<file path="src/rtl/player_sprite_gen_if.sv">
// Raster, game-logic and sprite-address signals shared by the player sprite
// generator and whatever drives it (game logic plus the VGA raster counter).
interface player_sprite_gen_if;
  logic        frame_tick;
  logic [9:0]  DrawX;
  logic [9:0]  DrawY;
  logic [9:0]  PosX;
  logic [9:0]  PosY;
  logic        moving;
  logic        jump_req;
  logic        hit;
  logic        facing_left;
  logic [17:0] addr;
  logic        draw;
  logic [1:0]  anim_state;

  modport master (
    output frame_tick, DrawX, DrawY, PosX, PosY,
    output moving, jump_req, hit, facing_left,
    input  addr, draw, anim_state
  );

  modport slave (
    input  frame_tick, DrawX, DrawY, PosX, PosY,
    input  moving, jump_req, hit, facing_left,
    output addr, draw, anim_state
  );
endinterface

</file>
<file path="src/rtl/player_sprite_gen.sv">
// Per-player sprite address generator: latches position/facing once per frame,
// runs the idle/walk/jump/hit animation FSM and maps the raster pixel to a ROM address.
module player_sprite_gen #(
  parameter int          SPRITE_W    = 32,
  parameter int          SPRITE_H    = 32,
  parameter logic [17:0] BASE_ADDR   = 18'd4096,
  parameter int          SHEET_W     = 256,
  parameter int          ANIM_DIV    = 6,
  parameter int          JUMP_FRAMES = 40,
  parameter int          HIT_FRAMES  = 30
) (
  input  logic               clk,
  input  logic               Reset,
  player_sprite_gen_if.slave bus
);

  typedef enum logic [1:0] {
    IDLE = 2'd0,
    WALK = 2'd1,
    JUMP = 2'd2,
    HIT  = 2'd3
  } state_t;

  localparam int DUR_MAX = (JUMP_FRAMES > HIT_FRAMES) ? JUMP_FRAMES : HIT_FRAMES;
  localparam int DUR_W   = $clog2(DUR_MAX + 1);
  localparam int DIV_W   = $clog2(ANIM_DIV + 1);

  state_t             state;
  state_t             state_n;
  logic [9:0]         pos_x;
  logic [9:0]         pos_y;
  logic               face;
  logic [1:0]         walk_phase;
  logic [1:0]         walk_phase_n;
  logic [DIV_W-1:0]   div_cnt;
  logic [DIV_W-1:0]   div_cnt_n;
  logic [DUR_W-1:0]   dur_cnt;
  logic [DUR_W-1:0]   dur_cnt_n;

  // Everything except reset advances only on frame_tick, so a frame never tears.
  always_ff @(posedge clk) begin
    if (Reset) begin
      state      <= IDLE;
      pos_x      <= '0;
      pos_y      <= '0;
      face       <= 1'b0;
      walk_phase <= '0;
      div_cnt    <= '0;
      dur_cnt    <= '0;
    end else if (bus.frame_tick) begin
      state      <= state_n;
      pos_x      <= bus.PosX;
      pos_y      <= bus.PosY;
      face       <= bus.facing_left;
      walk_phase <= walk_phase_n;
      div_cnt    <= div_cnt_n;
      dur_cnt    <= dur_cnt_n;
    end
  end

  always_comb begin
    state_n      = state;
    walk_phase_n = walk_phase;
    div_cnt_n    = div_cnt;
    dur_cnt_n    = dur_cnt;

    // A hit overrides everything, but cannot restart a hit already in progress.
    if (bus.hit && (state != HIT)) begin
      state_n   = HIT;
      dur_cnt_n = DUR_W'(HIT_FRAMES - 1);
    end else begin
      case (state)
        HIT: begin
          if (dur_cnt == '0) state_n = IDLE;
          else               dur_cnt_n = dur_cnt - 1'b1;
        end
        JUMP: begin
          if (dur_cnt == '0) state_n = bus.moving ? WALK : IDLE;
          else               dur_cnt_n = dur_cnt - 1'b1;
        end
        IDLE, WALK: begin
          if (bus.jump_req) begin
            state_n   = JUMP;
            dur_cnt_n = DUR_W'(JUMP_FRAMES - 1);
          end else if (state == IDLE) begin
            if (bus.moving) begin
              state_n      = WALK;
              walk_phase_n = '0;
              div_cnt_n    = '0;
            end
          end else if (!bus.moving) begin
            state_n = IDLE;
          end else if (div_cnt == DIV_W'(ANIM_DIV - 1)) begin
            div_cnt_n    = '0;
            walk_phase_n = walk_phase + 2'd1;
          end else begin
            div_cnt_n = div_cnt + 1'b1;
          end
        end
        default: state_n = IDLE;
      endcase
    end

    // Walk animation always restarts from its first frame after any other state.
    if (state_n != WALK) begin
      walk_phase_n = '0;
      div_cnt_n    = '0;
    end
    if ((state_n == IDLE) || (state_n == WALK)) begin
      dur_cnt_n = '0;
    end
  end

  logic [10:0] dx;
  logic [10:0] dy;
  logic        in_x;
  logic        in_y;
  logic        in_box;
  logic [2:0]  frame_idx;
  logic [9:0]  col;
  logic [17:0] addr_calc;

  // Zero-extended 11-bit differences: bit 10 set means the pixel is left of / above the box,
  // which keeps wrapped negatives from aliasing into it.
  assign dx     = {1'b0, bus.DrawX} - {1'b0, pos_x};
  assign dy     = {1'b0, bus.DrawY} - {1'b0, pos_y};
  assign in_x   = ~dx[10] && (dx[9:0] < 10'(SPRITE_W));
  assign in_y   = ~dy[10] && (dy[9:0] < 10'(SPRITE_H));
  assign in_box = in_x && in_y;

  always_comb begin
    frame_idx = 3'd0;
    case (state)
      IDLE:    frame_idx = 3'd0;
      WALK:    frame_idx = 3'd1 + {1'b0, walk_phase};
      JUMP:    frame_idx = 3'd5;
      HIT:     frame_idx = 3'd6;
      default: frame_idx = 3'd0;
    endcase
  end

  assign col       = face ? (10'(SPRITE_W - 1) - dx[9:0]) : dx[9:0];
  assign addr_calc = BASE_ADDR
                   + 18'(dy[9:0]) * 18'(SHEET_W)
                   + 18'(frame_idx) * 18'(SPRITE_W)
                   + 18'(col);

  assign bus.draw       = in_box;
  assign bus.addr       = in_box ? addr_calc : BASE_ADDR;
  assign bus.anim_state = state;

endmodule
</file>
<file path="src/flat_wrapper.sv">
// flat-port wrapper written by rule: the top's interface ports become plain ports
module player_sprite_gen_flat 
#(
  parameter int          SPRITE_W    = 32,
  parameter int          SPRITE_H    = 32,
  parameter logic [17:0] BASE_ADDR   = 18'd4096,
  parameter int          SHEET_W     = 256,
  parameter int          ANIM_DIV    = 6,
  parameter int          JUMP_FRAMES = 40,
  parameter int          HIT_FRAMES  = 30
)
  (clk, Reset, bus_frame_tick, bus_DrawX, bus_DrawY, bus_PosX, bus_PosY, bus_moving, bus_jump_req, bus_hit, bus_facing_left, bus_addr, bus_draw, bus_anim_state);
  player_sprite_gen_if bus_i ();
  input  logic clk;
  input  logic Reset;
  input wire logic [$bits(bus_i.frame_tick)-1:0] bus_frame_tick;
  input wire logic [$bits(bus_i.DrawX)-1:0] bus_DrawX;
  input wire logic [$bits(bus_i.DrawY)-1:0] bus_DrawY;
  input wire logic [$bits(bus_i.PosX)-1:0] bus_PosX;
  input wire logic [$bits(bus_i.PosY)-1:0] bus_PosY;
  input wire logic [$bits(bus_i.moving)-1:0] bus_moving;
  input wire logic [$bits(bus_i.jump_req)-1:0] bus_jump_req;
  input wire logic [$bits(bus_i.hit)-1:0] bus_hit;
  input wire logic [$bits(bus_i.facing_left)-1:0] bus_facing_left;
  output wire logic [$bits(bus_i.addr)-1:0] bus_addr;
  output wire logic [$bits(bus_i.draw)-1:0] bus_draw;
  output wire logic [$bits(bus_i.anim_state)-1:0] bus_anim_state;
  assign bus_i.frame_tick = bus_frame_tick;
  assign bus_i.DrawX = bus_DrawX;
  assign bus_i.DrawY = bus_DrawY;
  assign bus_i.PosX = bus_PosX;
  assign bus_i.PosY = bus_PosY;
  assign bus_i.moving = bus_moving;
  assign bus_i.jump_req = bus_jump_req;
  assign bus_i.hit = bus_hit;
  assign bus_i.facing_left = bus_facing_left;
  assign bus_addr = bus_i.addr;
  assign bus_draw = bus_i.draw;
  assign bus_anim_state = bus_i.anim_state;
  player_sprite_gen #(.SPRITE_W(SPRITE_W), .SPRITE_H(SPRITE_H), .BASE_ADDR(BASE_ADDR), .SHEET_W(SHEET_W), .ANIM_DIV(ANIM_DIV), .JUMP_FRAMES(JUMP_FRAMES), .HIT_FRAMES(HIT_FRAMES)) u_core (.clk(clk), .Reset(Reset), .bus(bus_i));
endmodule
</file>
<file path="config.mk">
export PLATFORM = sky130hd
export DESIGN_NAME = player_sprite_gen_flat
export DESIGN_NICKNAME = d
export VERILOG_FILES = /design/src/rtl/player_sprite_gen_if.sv /design/src/rtl/player_sprite_gen.sv /design/src/flat_wrapper.sv
export SDC_FILE = /design/constraint.sdc
export NUM_CORES = 1
export LEC_CHECK = 0
export CAP_MARGIN = 5
export CORE_AREA = 2 2 107 88
export CTS_BUF_LIST = sky130_fd_sc_hd__clkbuf_8 sky130_fd_sc_hd__clkbuf_16
export CTS_CLUSTER_SIZE = 10
export DETAILED_ROUTE_END_ITERATION = 8
export DIE_AREA = 0 0 109 90
export GPL_TIMING_DRIVEN = 1
export PLACE_DENSITY_LB_ADDON = 0.05
export SLEW_MARGIN = 30
export SYNTH_ARGS = -nofsm -noshare
export SYNTH_HDL_FRONTEND = slang
export SYNTH_SLANG_ARGS = --single-unit
</file>
<file path="constraint.sdc">
create_clock -name clk -period 6.2 [get_ports clk]
set_clock_uncertainty 0.05 [all_clocks]
set_input_delay 0.93 -clock clk [delete_from_list [all_inputs] [get_ports clk]]
set_output_delay 0.93 -clock clk [all_outputs]
set_load 0.03 [all_outputs]
</file>
* Word-level counts from Yosys, hierarchy flattened *
Index checks and enable logic that the tools add are counted.

storage, ports and cells
  output and inout bits = 21
  register bits after elaboration = 34
  bits in latches = 0
  memories = 0
  input port bits = 47
  logic and storage cells = 81
  memory bits (read-only) = 0
  bits in writable memories = 0

cells by class
  $add $sub $neg = 10
  eq/ne operators = 11
  order comparisons = 2
  div/mod/pow operators = 0
  shift operators = 0
  multiply operators = 0
  bitwise operators = 2
  reductions and logical operators = 16
  muxes and demuxes = 33

operators by type and width
  operator                                                               count
  2-bit two-way mux                                                      15
  3-bit two-way mux                                                      8
  6-bit two-way mux                                                      4
  10-bit by 10-bit subtractor with 11-bit output                         2
  10-bit by 6-bit < comparator with 1-bit output, second input constant  2
  13-bit by 18-bit adder with 18-bit output, first input constant        1
  18-bit by 10-bit adder with 18-bit output                              1
  18-bit by 8-bit adder with 18-bit output                               1
  18-bit two-way mux                                                     1
  3-bit one-hot mux with 4 select lines                                  1
  6-bit one-hot mux with 2 select lines                                  1
  10-bit two-way mux                                                     1
  5-bit by 10-bit subtractor with 10-bit output, first input constant    1
  6-bit logical NOT                                                      1
  2-bit one-hot mux with 3 select lines                                  1
  6-bit AND reduction                                                    1
  6-bit by 1-bit subtractor with 6-bit output, second input constant     1
  5-bit AND reduction                                                    1
  2-bit by 1-bit equality test with 1-bit output, second input constant  2
  2-bit equality test, second input constant                             2
  1-bit logical AND                                                      4
  2-bit logical NOT                                                      2
  2-bit by 1-bit != test with 1-bit output, second input constant        2
  2-bit != test, second input constant                                   2
  13 further kinds                                                       16

* Longest topological paths before layout *
Gate-level depths: netlist of run 1.

  word-level depth = 9
  gate-level depth with buffers = 17

* Worst setup path before layout of run 1 *
Ideal clock, no wire load.

  path type = input port to output port
  start = input bus_DrawX[0]
  end = output bus_addr[11]
  stages on the path = 17
  setup slack = 0.585 ns
  buffers on the path = 0
  arrival time = 4.635 ns
  cells stage by stage = inv_1 -> ha_1 -> inv_1 -> fa_1 -> a21o_1 -> a311o_1 -> nand3_1 -> o21bai_4 -> nand2_1 -> xnor2_1 -> ha_1 -> a21o_1 -> a21o_1 -> a21oi_1 -> nor2_1 -> xor2_1 -> nor4b_1

on the way
  longest elaborated chain between the ends = 5
  elaborated cells on any way between the ends = 9
  classes of those cells = add/sub (3); order compare (1); mux (2); bitwise (1); reduce/logical (2)

RTL lines
  item                                                                                   RTL line                                            RTL
  start, declared                                                                        flat_wrapper.sv:17                                  input wire logic [$bits(bus_i.DrawX)-1:0] bus_DrawX;
  10-bit by 10-bit subtractor with 11-bit output (*)                                     player_sprite_gen.sv:125                            assign dx = {1'b0, bus.DrawX} - {1'b0, pos_x};
  5-bit by 10-bit subtractor with 10-bit output, or another cell as far along            player_sprite_gen.sv:142                            assign col = face ? (10'(SPRITE_W - 1) - dx[9:0]) : dx[9:0];
  10-bit two-way mux / 1-bit logical AND (equally long branches)                         player_sprite_gen.sv:142, player_sprite_gen.sv:127
  18-bit by 10-bit adder with 18-bit output / 1-bit logical AND (equally long branches)  player_sprite_gen.sv:146, player_sprite_gen.sv:129
  18-bit two-way mux (*)                                                                 player_sprite_gen.sv:149                            assign bus.addr = in_box ? addr_calc : BASE_ADDR;
  end, declared                                                                          flat_wrapper.sv:25                                  output wire logic [$bits(bus_i.addr)-1:0] bus_addr;

Every way passes the cells marked *; elsewhere a longest branch is shown, timed or not.

* Worst setup path in the final report of run 1 *
  start = input bus_DrawX[0]
  end = output bus_addr[9]

Same word-level chain as after synthesis.

==> results.txt, run 1 <==
----------------------------------------------------
[Critical path]
  Register-to-register setup slack ... 4.33 ns
  Master of the slowest instance on the critical path ... sky130_fd_sc_hd__clkdlybuf4s50_1
  Number of cells traversed by the worst register-to-register path ... 7
  Cell mode on critical path ... sky130_fd_sc_hd__a21o_1
  Kind of start point of the critical path ... primary input
  Beginning of the worst register-to-register path ... u_core.dur_cnt[0]
  CP endpoint kind ... output pin
  Crit path cell chain ... clkdlybuf4s50_1, inv_1, ha_1, inv_1, fa_1, a21o_1, a311o_1, nand3_1, o21bai_4, nand2_1, xnor2_1, ha_1, buf_4, a21o_1, a21o_1, xor2_1, nand2_1, nor3_1, clkdlybuf4s50_1
  Signal arrival time at the worst endpoint ... 4.98 ns
  Gate family responsible for the most delay along the worst path ... buffers and inverters
  Data required time at the worst endpoint ... 5.22 ns
  Maximum fanout count along the critical path ... 4
  Critical Path Start ... bus_DrawX[0]
  CP max stage delay ... 0.71 ns
  Buf/Inv on CP ... 5
  Setup Crit Path Kind ... in2out
  Critical R2R Capture ... u_core.div_cnt[2]

[Floorplan]
  Core box area ... 8800 sq um
  Die outline width ... 109 microns
  Die span in y ... 90 microns
  Die Outline Area ... 9810 sq um
  Starting density of the core ... 34.8%
  Count of pins on the block boundary ... 68
  Std-Cell Rows ... 31

[Power]
  Leakage ... 1.68 nW
  Power per cell area ... 207 nW/um^2
  Peak ir drop on the vdd network ... 0.000126 V

[Clocking]
  Count of hold buffers inserted by post-cts repair ... 0
  Register clock-pin slew on the reported worst setup and hold paths ... 0.08 ns
  Postcts setup bufs ... 0
  Buffer type at the clock tree root ... sky130_fd_sc_hd__clkbuf_8
  Clk buf depth ... 2
  CTS H-tree depth ... 2
  Clock tree from TritonCTS ... done
  Number of buffers inserted during clock tree synthesis ... 5
  Total number of clock tree sinks ... 34
  Worst-skew pair later-pin latency ... 0.29 ns

[Timing]
  Number of setup violations in the final report ... 0
  Final count of pins violating max slew ... 0
  RSZ-0062 raised after global routing ... no
  Relative slew slack ... 38.6%
  Achievable Freq ... 168 MHz
  Sum of negative setup slack ... 0 ns
  Period utilization ... 96.1%
  Clock period minus final worst setup slack ... 5.96 ns
  Worst slew pin tran ... 0.920 ns
  Count of endpoints failing hold in the final timing report ... 0

[Finish]
  # diodes ... 0
  Area growth, synth to finish ... 27.6%
  Fraction of final layout cells sized beyond drive strength 1 ... 5.09%
  Finished Layout Cells ... 567
  Number of nets in the layout ... 529
  FILL cells ... 894

[Synth]
  Fraction of synthesized cell area taken by the top area cell type ... 22.2%
  Share of synthesized flip-flops with an asynchronous set or reset ... 0%
  Share of cell area taken by muxes after synthesis ... 7.83%
  Post-synthesis sequential element count ... 34
  Syn Area/Cell ... 7.79 sq um
  Adder-Cell Fraction of Synth Area ... 13.4%
  EDFF count, synth ... 0
  Compound-Gate Fraction of Synth Area ... 21.2%
  Post-Syn Area ... 3070 sq um
  Number of warnings printed during yosys synthesis ... 0
  Synth Area in Simple Gates ... 21.0%
  Xor and xnor fraction of the mapped netlist area ... 6.28%
  Number of distinct standard cells referenced by the synthesized netlist ... 61
  Dominant combinational cell family by area after synthesis ... compound AO/OA/AOI/OAI gates
  Register area share after synthesis ... 22.2%
  Main area contributors after synthesis ... sky130_fd_sc_hd__dfxtp_1 (22%), sky130_fd_sc_hd__ha_1 (11%), sky130_fd_sc_hd__mux2i_1 (7.8%), sky130_fd_sc_hd__nor2_1 (5.9%), sky130_fd_sc_hd__inv_1 (4.0%)
  Post-synth top area cell ... sky130_fd_sc_hd__dfxtp_1
  Leading register cell type out of synthesis ... sky130_fd_sc_hd__dfxtp_1
  Gate Count Post-Synth ... 394

[Place]
  PortBufs ... 63
  Post-placement cell count ... 559
  Half-perimeter wire length after detailed placement ... 5930 microns
  Last weighted congestion value of the routability-driven placer ... 0.822

[Global routing]
  Number of global-route vias before repair ... 2,720
  Maximum number of pins on one net before global-route repair ... 35
  Wire length of the first global-routing pass ... 12,800 microns
  Antenna violations before repair ... 0
  Global router's overall resource usage ... 16.2%
  Global route total overflow ... 0

[Hold path]
  Worst Hold End ... u_core.div_cnt[1]
  Cells on Worst Hold Path ... 2
  Worst hold-check path type ... reg2reg
  Hold path startpoint ... u_core.div_cnt[1]

[Drt]
  First-pass iteration count of the detailed router ... 4
  Wire length per cell ... 13.5 microns
  Mean number of vias per cell ... 4.95
  Antenna-violating nets left ... 0
  Overall via count from detail_route ... 2,805
  Number of DRC violations after detailed-routing iteration 0 ... 144
  Post-route DRC violation count ... 0
  Total wirelength of the detailed-routed design ... 7630 microns

[Status]
  Result of the run ... complete, no violations

[Job]
  Max cap viols ... 0

----------------------------------------------------
stage by stage:
step                area (sq um)  util, %  total power [mW]  hold slack, ns  setup slack [ns]
finish                      3920     44.5             0.811           0.434             0.243
global route                3920     44.5             0.871           0.475           0.00727
CTS                         3910     44.5             0.822           0.445            0.0851
detailed placement          3780     42.9             0.563           0.433            0.0335
global placement            3780     42.9             0.561           0.413            0.0653
floorplan                   3080        -             0.476           0.399             0.585
report_power, final:
| group | total, mW | switching, mW | leakage [nW] | internal, mW |
|---|---|---|---|---|
| registers | 0.242 | 0.0113 | 0.280 | 0.231 |
| clock network | 0.254 | 0.0923 | 0.0683 | 0.161 |
| logic | 0.316 | 0.166 | 1.33 | 0.150 |
Yosys cell counts, types with 2 or more instances:
cell type and instances:
sky130_fd_sc_hd__buf_6 2, sky130_fd_sc_hd__or3_1 3, sky130_fd_sc_hd__xor2_1 9, sky130_fd_sc_hd__and2_1 2, sky130_fd_sc_hd__nor2_1 48, sky130_fd_sc_hd__a221oi_2 2, sky130_fd_sc_hd__clkbuf_1 12, sky130_fd_sc_hd__mux2i_1 24
sky130_fd_sc_hd__a211oi_1 5, sky130_fd_sc_hd__nand2_1 30, sky130_fd_sc_hd__a31oi_1 3, sky130_fd_sc_hd__nand3b_1 3, sky130_fd_sc_hd__xnor2_1 13, sky130_fd_sc_hd__a21o_1 11, sky130_fd_sc_hd__nand4_1 2, sky130_fd_sc_hd__o31ai_1 3
sky130_fd_sc_hd__nand3_1 6, sky130_fd_sc_hd__nor3b_1 4, sky130_fd_sc_hd__buf_4 4, sky130_fd_sc_hd__o211a_1 2, sky130_fd_sc_hd__buf_2 3, sky130_fd_sc_hd__a32oi_1 2, sky130_fd_sc_hd__nand2b_1 6, sky130_fd_sc_hd__o21ai_0 16
sky130_fd_sc_hd__and3_1 2, sky130_fd_sc_hd__inv_1 33, sky130_fd_sc_hd__a21boi_0 3, sky130_fd_sc_hd__a21oi_1 20, sky130_fd_sc_hd__fa_1 3, sky130_fd_sc_hd__a211o_1 3, sky130_fd_sc_hd__o22ai_1 2, sky130_fd_sc_hd__nor2b_1 2
sky130_fd_sc_hd__o211ai_1 3, sky130_fd_sc_hd__o21a_1 3, sky130_fd_sc_hd__dfxtp_1 34, sky130_fd_sc_hd__ha_1 28, sky130_fd_sc_hd__nor3_1 19
worst max path at each step:
stage,endpoint,slack (ns),cells past startpoint
finish,bus_addr[9],0.24,19
global route,bus_addr[11],0.007,20
CTS,bus_addr[10],0.09,20
detailed placement,bus_addr[12],0.03,19
global placement,bus_addr[12],0.07,19
floorplan,bus_addr[11],0.59,17
final cells by class:
class | instances | area, sq um | area share (%)
Tap cell | 115 | 144 | 3.68
Multi-Input combinational cell | 307 | 2150 | 55.0
Inverter | 33 | 124 | 3.16
Clock inverter | 3 | 68.8 | 1.76
Clock buffer | 5 | 68.8 | 1.76
Timing Repair Buffer | 70 | 676 | 17.3
Sequential cell | 34 | 681 | 17.4
cells by family (layout without fill, tap and decap cells):
kind of cell | count (synthesis) | count (layout)
buf+inv | 56 | 111
fa+ha+maj | 31 | 31
compound gates | 92 | 92
mux | 24 | 24
xor+xnor | 22 | 22
simple gates | 134 | 134
flops | 34 | 34
other cells | 1 | 4
cells in the final DEF, fill, tap and decap left out, types with 6 or more instances in the layout:
master and n:
sky130_fd_sc_hd__mux2i_1 24, sky130_fd_sc_hd__nor2_1 48, sky130_fd_sc_hd__xnor2_1 13, sky130_fd_sc_hd__buf_4 8, sky130_fd_sc_hd__a21o_1 11, sky130_fd_sc_hd__nor3_1 19, sky130_fd_sc_hd__inv_1 33, sky130_fd_sc_hd__clkdlybuf4s50_1 58
sky130_fd_sc_hd__dfxtp_1 34, sky130_fd_sc_hd__nand2_1 30, sky130_fd_sc_hd__xor2_1 9, sky130_fd_sc_hd__nand2b_1 6, sky130_fd_sc_hd__ha_1 28, sky130_fd_sc_hd__a21oi_1 20, sky130_fd_sc_hd__o21ai_0 16, sky130_fd_sc_hd__nand3_1 6
metal layers:
| layer | track usage, % | up-vias | part of all wire (%) |
|---|---|---|---|
| li1 | - | 1495 | - |
| met1 | 23.1 | 1255 | 51 |
| met2 | 25.2 | 53 | 44 |
| met3 | 3.41 | 2 | 5.0 |
| met4 | 2.88 | 0 | 0.37 |
| met5 | 0 | - | 0 |
tightest hold or removal path, stage by stage (launching register included):
cell                      delay, ns
sky130_fd_sc_hd__dfxtp_1       0.33
sky130_fd_sc_hd__nand2_1       0.06
sky130_fd_sc_hd__a21oi_1       0.05
registers in the layout, indices dropped and copies added, names as in the netlist:
name / count
u_core.div_cnt: 3
u_core.walk_phase: 2
u_core.bus.anim_state: 2
u_core.face: 1
u_core.pos_x: 10
u_core.pos_y: 10
u_core.dur_cnt: 6
what timing repair did:
item | CTS | global route
hold endpoints to repair | 0 | 0
gates resized for setup | 1 | 4
pin swaps | 0 | 1
endpoints found under the setup margin | 1 | 3
No activity file was read; power rests on OpenSTA's default activity.
==> run 2: changes to the inputs <==
==> constraint.sdc (replaced) <==
create_clock -name clk -period 6.2 [get_ports clk]
set_clock_uncertainty 0.05 [all_clocks]
set_input_delay 1.24 -clock clk [delete_from_list [all_inputs] [get_ports clk]]
set_output_delay 1.24 -clock clk [all_outputs]
set_load 0.03 [all_outputs]
==> run 2 against run 1 <==
  * Global-route usage rose by 0.37 points
  * First-iteration DRC count fell by 0.69%
  * Register-to-register slack got worse by 0.08 ns
  * Routed wire length rose by 6.4%
  * Core utilization rose by 4.2 points
  * Clock-buffer cell count rose by 1
  * Cell area rose by 9.4%
  * Highest routed layer unchanged
==> results.txt, run 2 (synthesis gave the netlist of run 1 again) <==
----------------------------------------------------
[Clocking]
  Clk buf depth ... 2 (unchanged)
  Number of buffers inserted during clock tree synthesis ... 5 (unchanged)
  Total number of clock tree sinks ... 34 (unchanged)
  Register clock-pin slew on the reported worst setup and hold paths ... 0.08 ns (about the same)
  CTS H-tree depth ... 2 (unchanged)
  Worst-skew pair later-pin latency ... 0.30 ns (about the same)
  Buffer type at the clock tree root ... sky130_fd_sc_hd__clkbuf_8
  Count of hold buffers inserted by post-cts repair ... 0 (unchanged)
  Clock tree from TritonCTS ... done

[Critical path]
  Critical R2R Capture ... u_core.walk_phase[0]
  Signal arrival time at the worst endpoint ... 4.74 ns (-0.24 ns)
  Master of the slowest instance on the critical path ... sky130_fd_sc_hd__clkdlybuf4s50_1
  CP endpoint kind ... output pin
  Register-to-register setup slack ... 4.25 ns (-0.08 ns)
  Crit path cell chain ... clkdlybuf4s50_1, inv_1, ha_1, inv_1, fa_1, a21o_1, a21o_1, a221oi_1, mux2i_1, a211o_1, nor3_1, clkdlybuf4s50_1
  Beginning of the worst register-to-register path ... u_core.bus.anim_state[1]
  Data required time at the worst endpoint ... 4.91 ns (-0.31 ns)
  Setup Crit Path Kind ... in2out
  Kind of start point of the critical path ... primary input
  CP max stage delay ... 0.72 ns (about the same)
  Maximum fanout count along the critical path ... 15 (+11)
  Number of cells traversed by the worst register-to-register path ... 6 (-1)
  Critical Path Start ... bus_DrawY[0]

[Timing]
  Clock period minus final worst setup slack ... 6.03 ns (+0.0772 ns)
  Number of setup violations in the final report ... 0 (unchanged)
  Relative slew slack ... 60.8% (+22 points)
  Count of endpoints failing hold in the final timing report ... 0 (unchanged)
  Fin Hold WS ... 0.444 ns (+0.0101 ns)
  Period utilization ... 97.3% (+1.2 points)
  Final worst slack ... 0.166 ns (-0.0772 ns)
  Final count of pins violating max slew ... 0 (unchanged)
  Achievable Freq ... 166 MHz (-1.3%)
  Worst slew pin tran ... 0.587 ns (-0.333 ns)

[Finish]
  Most common cell after layout, fill and taps aside ... sky130_fd_sc_hd__clkdlybuf4s50_1
  Area of the multi-input gates ... 2370 sq um (+10%)
  Largest registers in the final layout ... u_core.pos_x x10, u_core.pos_y x10, u_core.dur_cnt x6
  Number of nets in the layout ... 555 (+4.9%)
  Sequential standard cell area ... 681 sq um (unchanged)
  FILL cells ... 879 (-1.7%)
  Top library cells by usage in the layout, fill and taps aside ... sky130_fd_sc_hd__clkdlybuf4s50_1 (51), sky130_fd_sc_hd__nor2_1 (46), sky130_fd_sc_hd__buf_4 (39), sky130_fd_sc_hd__dfxtp_1 (34), sky130_fd_sc_hd__inv_1 (32)
  # diodes ... 0 (unchanged)
  Post-layout utilization of the core ... 48.7% (+4.2 points)
  Finished Layout Cells ... 593 (+4.6%)
  Fraction of final layout cells sized beyond drive strength 1 ... 18.6% (+14 points)
  Post-route design area ... 4280 sq um (+9.4%)
  Area growth, synth to finish ... 39.6%

[Power]
  Leakage ... 1.83 nW (+9.2%)
  Power per cell area ... 195 nW/um^2 (-5.7%)
  Peak ir drop on the vdd network ... 0.0000844 V (-33%)

[Floorplan]
  Starting density of the core ... 34.8% (unchanged)
  Die Outline Area ... 9810 sq um (unchanged)
  Core box area ... 8800 sq um (unchanged)
  Die span in y ... 90 microns (unchanged)
  Count of pins on the block boundary ... 68 (unchanged)
  Die outline width ... 109 microns (unchanged)
  Std-Cell Rows ... 31 (unchanged)

[Place]
  PortBufs ... 63 (unchanged)
  Post-placement cell count ... 582 (+4.1%)
  Worst slack at placement ... -0.309 ns (-0.343 ns)
  Last weighted congestion value of the routability-driven placer ... 0.806 (-1.9%)
  Half-perimeter wire length after detailed placement ... 6060 microns (+2.3%)
  Area of placed instances ... 3940 sq um (+4.3%)

[Global routing]
  Maximum number of pins on one net before global-route repair ... 35 (unchanged)
  Antenna violations before repair ... 0 (unchanged)
  Number of global-route vias before repair ... 2,697 (-0.85%)
  Global router's overall resource usage ... 16.6% (+0.37 points)
  Global route total overflow ... 0 (unchanged)
  Wire length of the first global-routing pass ... 12,900 microns (+1.2%)

[Hold path]
  Hold path startpoint ... u_core.pos_x[8]
  Worst hold-check path type ... reg2reg
  Worst Hold End ... u_core.pos_x[8]
  Cells on Worst Hold Path ... 2 (unchanged)

[Drt]
  Antenna-violating nets left ... 0 (unchanged)
  Number of DRC violations after detailed-routing iteration 0 ... 143 (-0.69%)
  Wire length per cell ... 13.7 microns (+1.7%)
  First-pass iteration count of the detailed router ... 4 (unchanged)
  Total wirelength of the detailed-routed design ... 8120 microns (+6.4%)
  Post-route DRC violation count ... 0 (unchanged)
  Overall via count from detail_route ... 2,994 (+6.7%)
  Mean number of vias per cell ... 5.05 (+2.1%)

[Status]
  Result of the run ... complete, no violations

[Job]
  Max cap viols ... 0 (unchanged)

----------------------------------------------------
## run 2: changes by cell type in the layout (fill, tap and decap cells not counted), sizes merged
cell           before  now
buf                 9   42
bufinv              2    0
dlygate4sd2         0    1
clkdlybuf4s50      58   51
inv                33   34
## run 2: repair_timing
item / in CTS / in global routing
setup buffers: 3 / 0
cloned: 0 / 0
pin swaps: 12 / 24
endpoints found under the setup margin: 4 / 5
gates resized for setup: 16 / 36
## run 2: final cells by class
cell class,count,area share [%]
Multi-Input combinational cell,307,55.4
Clock inverter,2,0.204
Tap cell,115,3.36
Sequential cell,34,15.9
Timing Repair Buffer,96,20.3
Inverter,33,2.89
Clock buffer,6,1.93
## run 2: worst max-delay path by stage
stage	endpoint	slack [ns]
after floorplan	bus_addr[11]	0.37
after global placement	bus_addr[13]	-0.23
after detailed placement	bus_addr[13]	-0.31
after CTS	bus_addr[12]	0.005
after global routing	bus_addr[12]	-0.01
final	bus_addr[6]	0.17
## run 2: layer usage
| layer | wire length [microns] | track usage [%] | share of wire (%) | vias up |
|---|---|---|---|---|
| met5 | 0 | 0 | 0 | - |
| met4 | 89 | 4.17 | 1.1 | 0 |
| met3 | 424 | 3.05 | 5.2 | 8 |
| met2 | 3560 | 25.5 | 44 | 71 |
| met1 | 4040 | 23.7 | 50 | 1370 |
| li1 | - | - | - | 1545 |
## run 2: report_power, final
group          switching (mW)  internal (mW)
Clock                  0.0927         0.0882
Sequential             0.0119          0.231
Combinational           0.202          0.212
Total                   0.307          0.531
## run 2: stage by stage
stage,setup TNS (ns),power (mW)
after floorplan,0,0.476
after global placement,-0.510,0.592
after detailed placement,-0.695,0.594
after CTS,0,0.806
after global routing,-0.0262,0.899
final,0,0.838
## run 2: critical path, delay by kind of cell
| kind | cells | cell delay (ns) |
|---|---|---|
| buf+inv | 4 | 1.25 |
| compound gates | 4 | 1.21 |
| fa+ha+maj | 2 | 0.57 |
| simple gates | 1 | 0.34 |
| mux | 1 | 0.12 |
==> run 3: changes to the inputs <==
- CAP_MARGIN: 5 -> 20
==> results of run 3 <==
No change in the layout: final DEF, timing and power equal those of run 2.
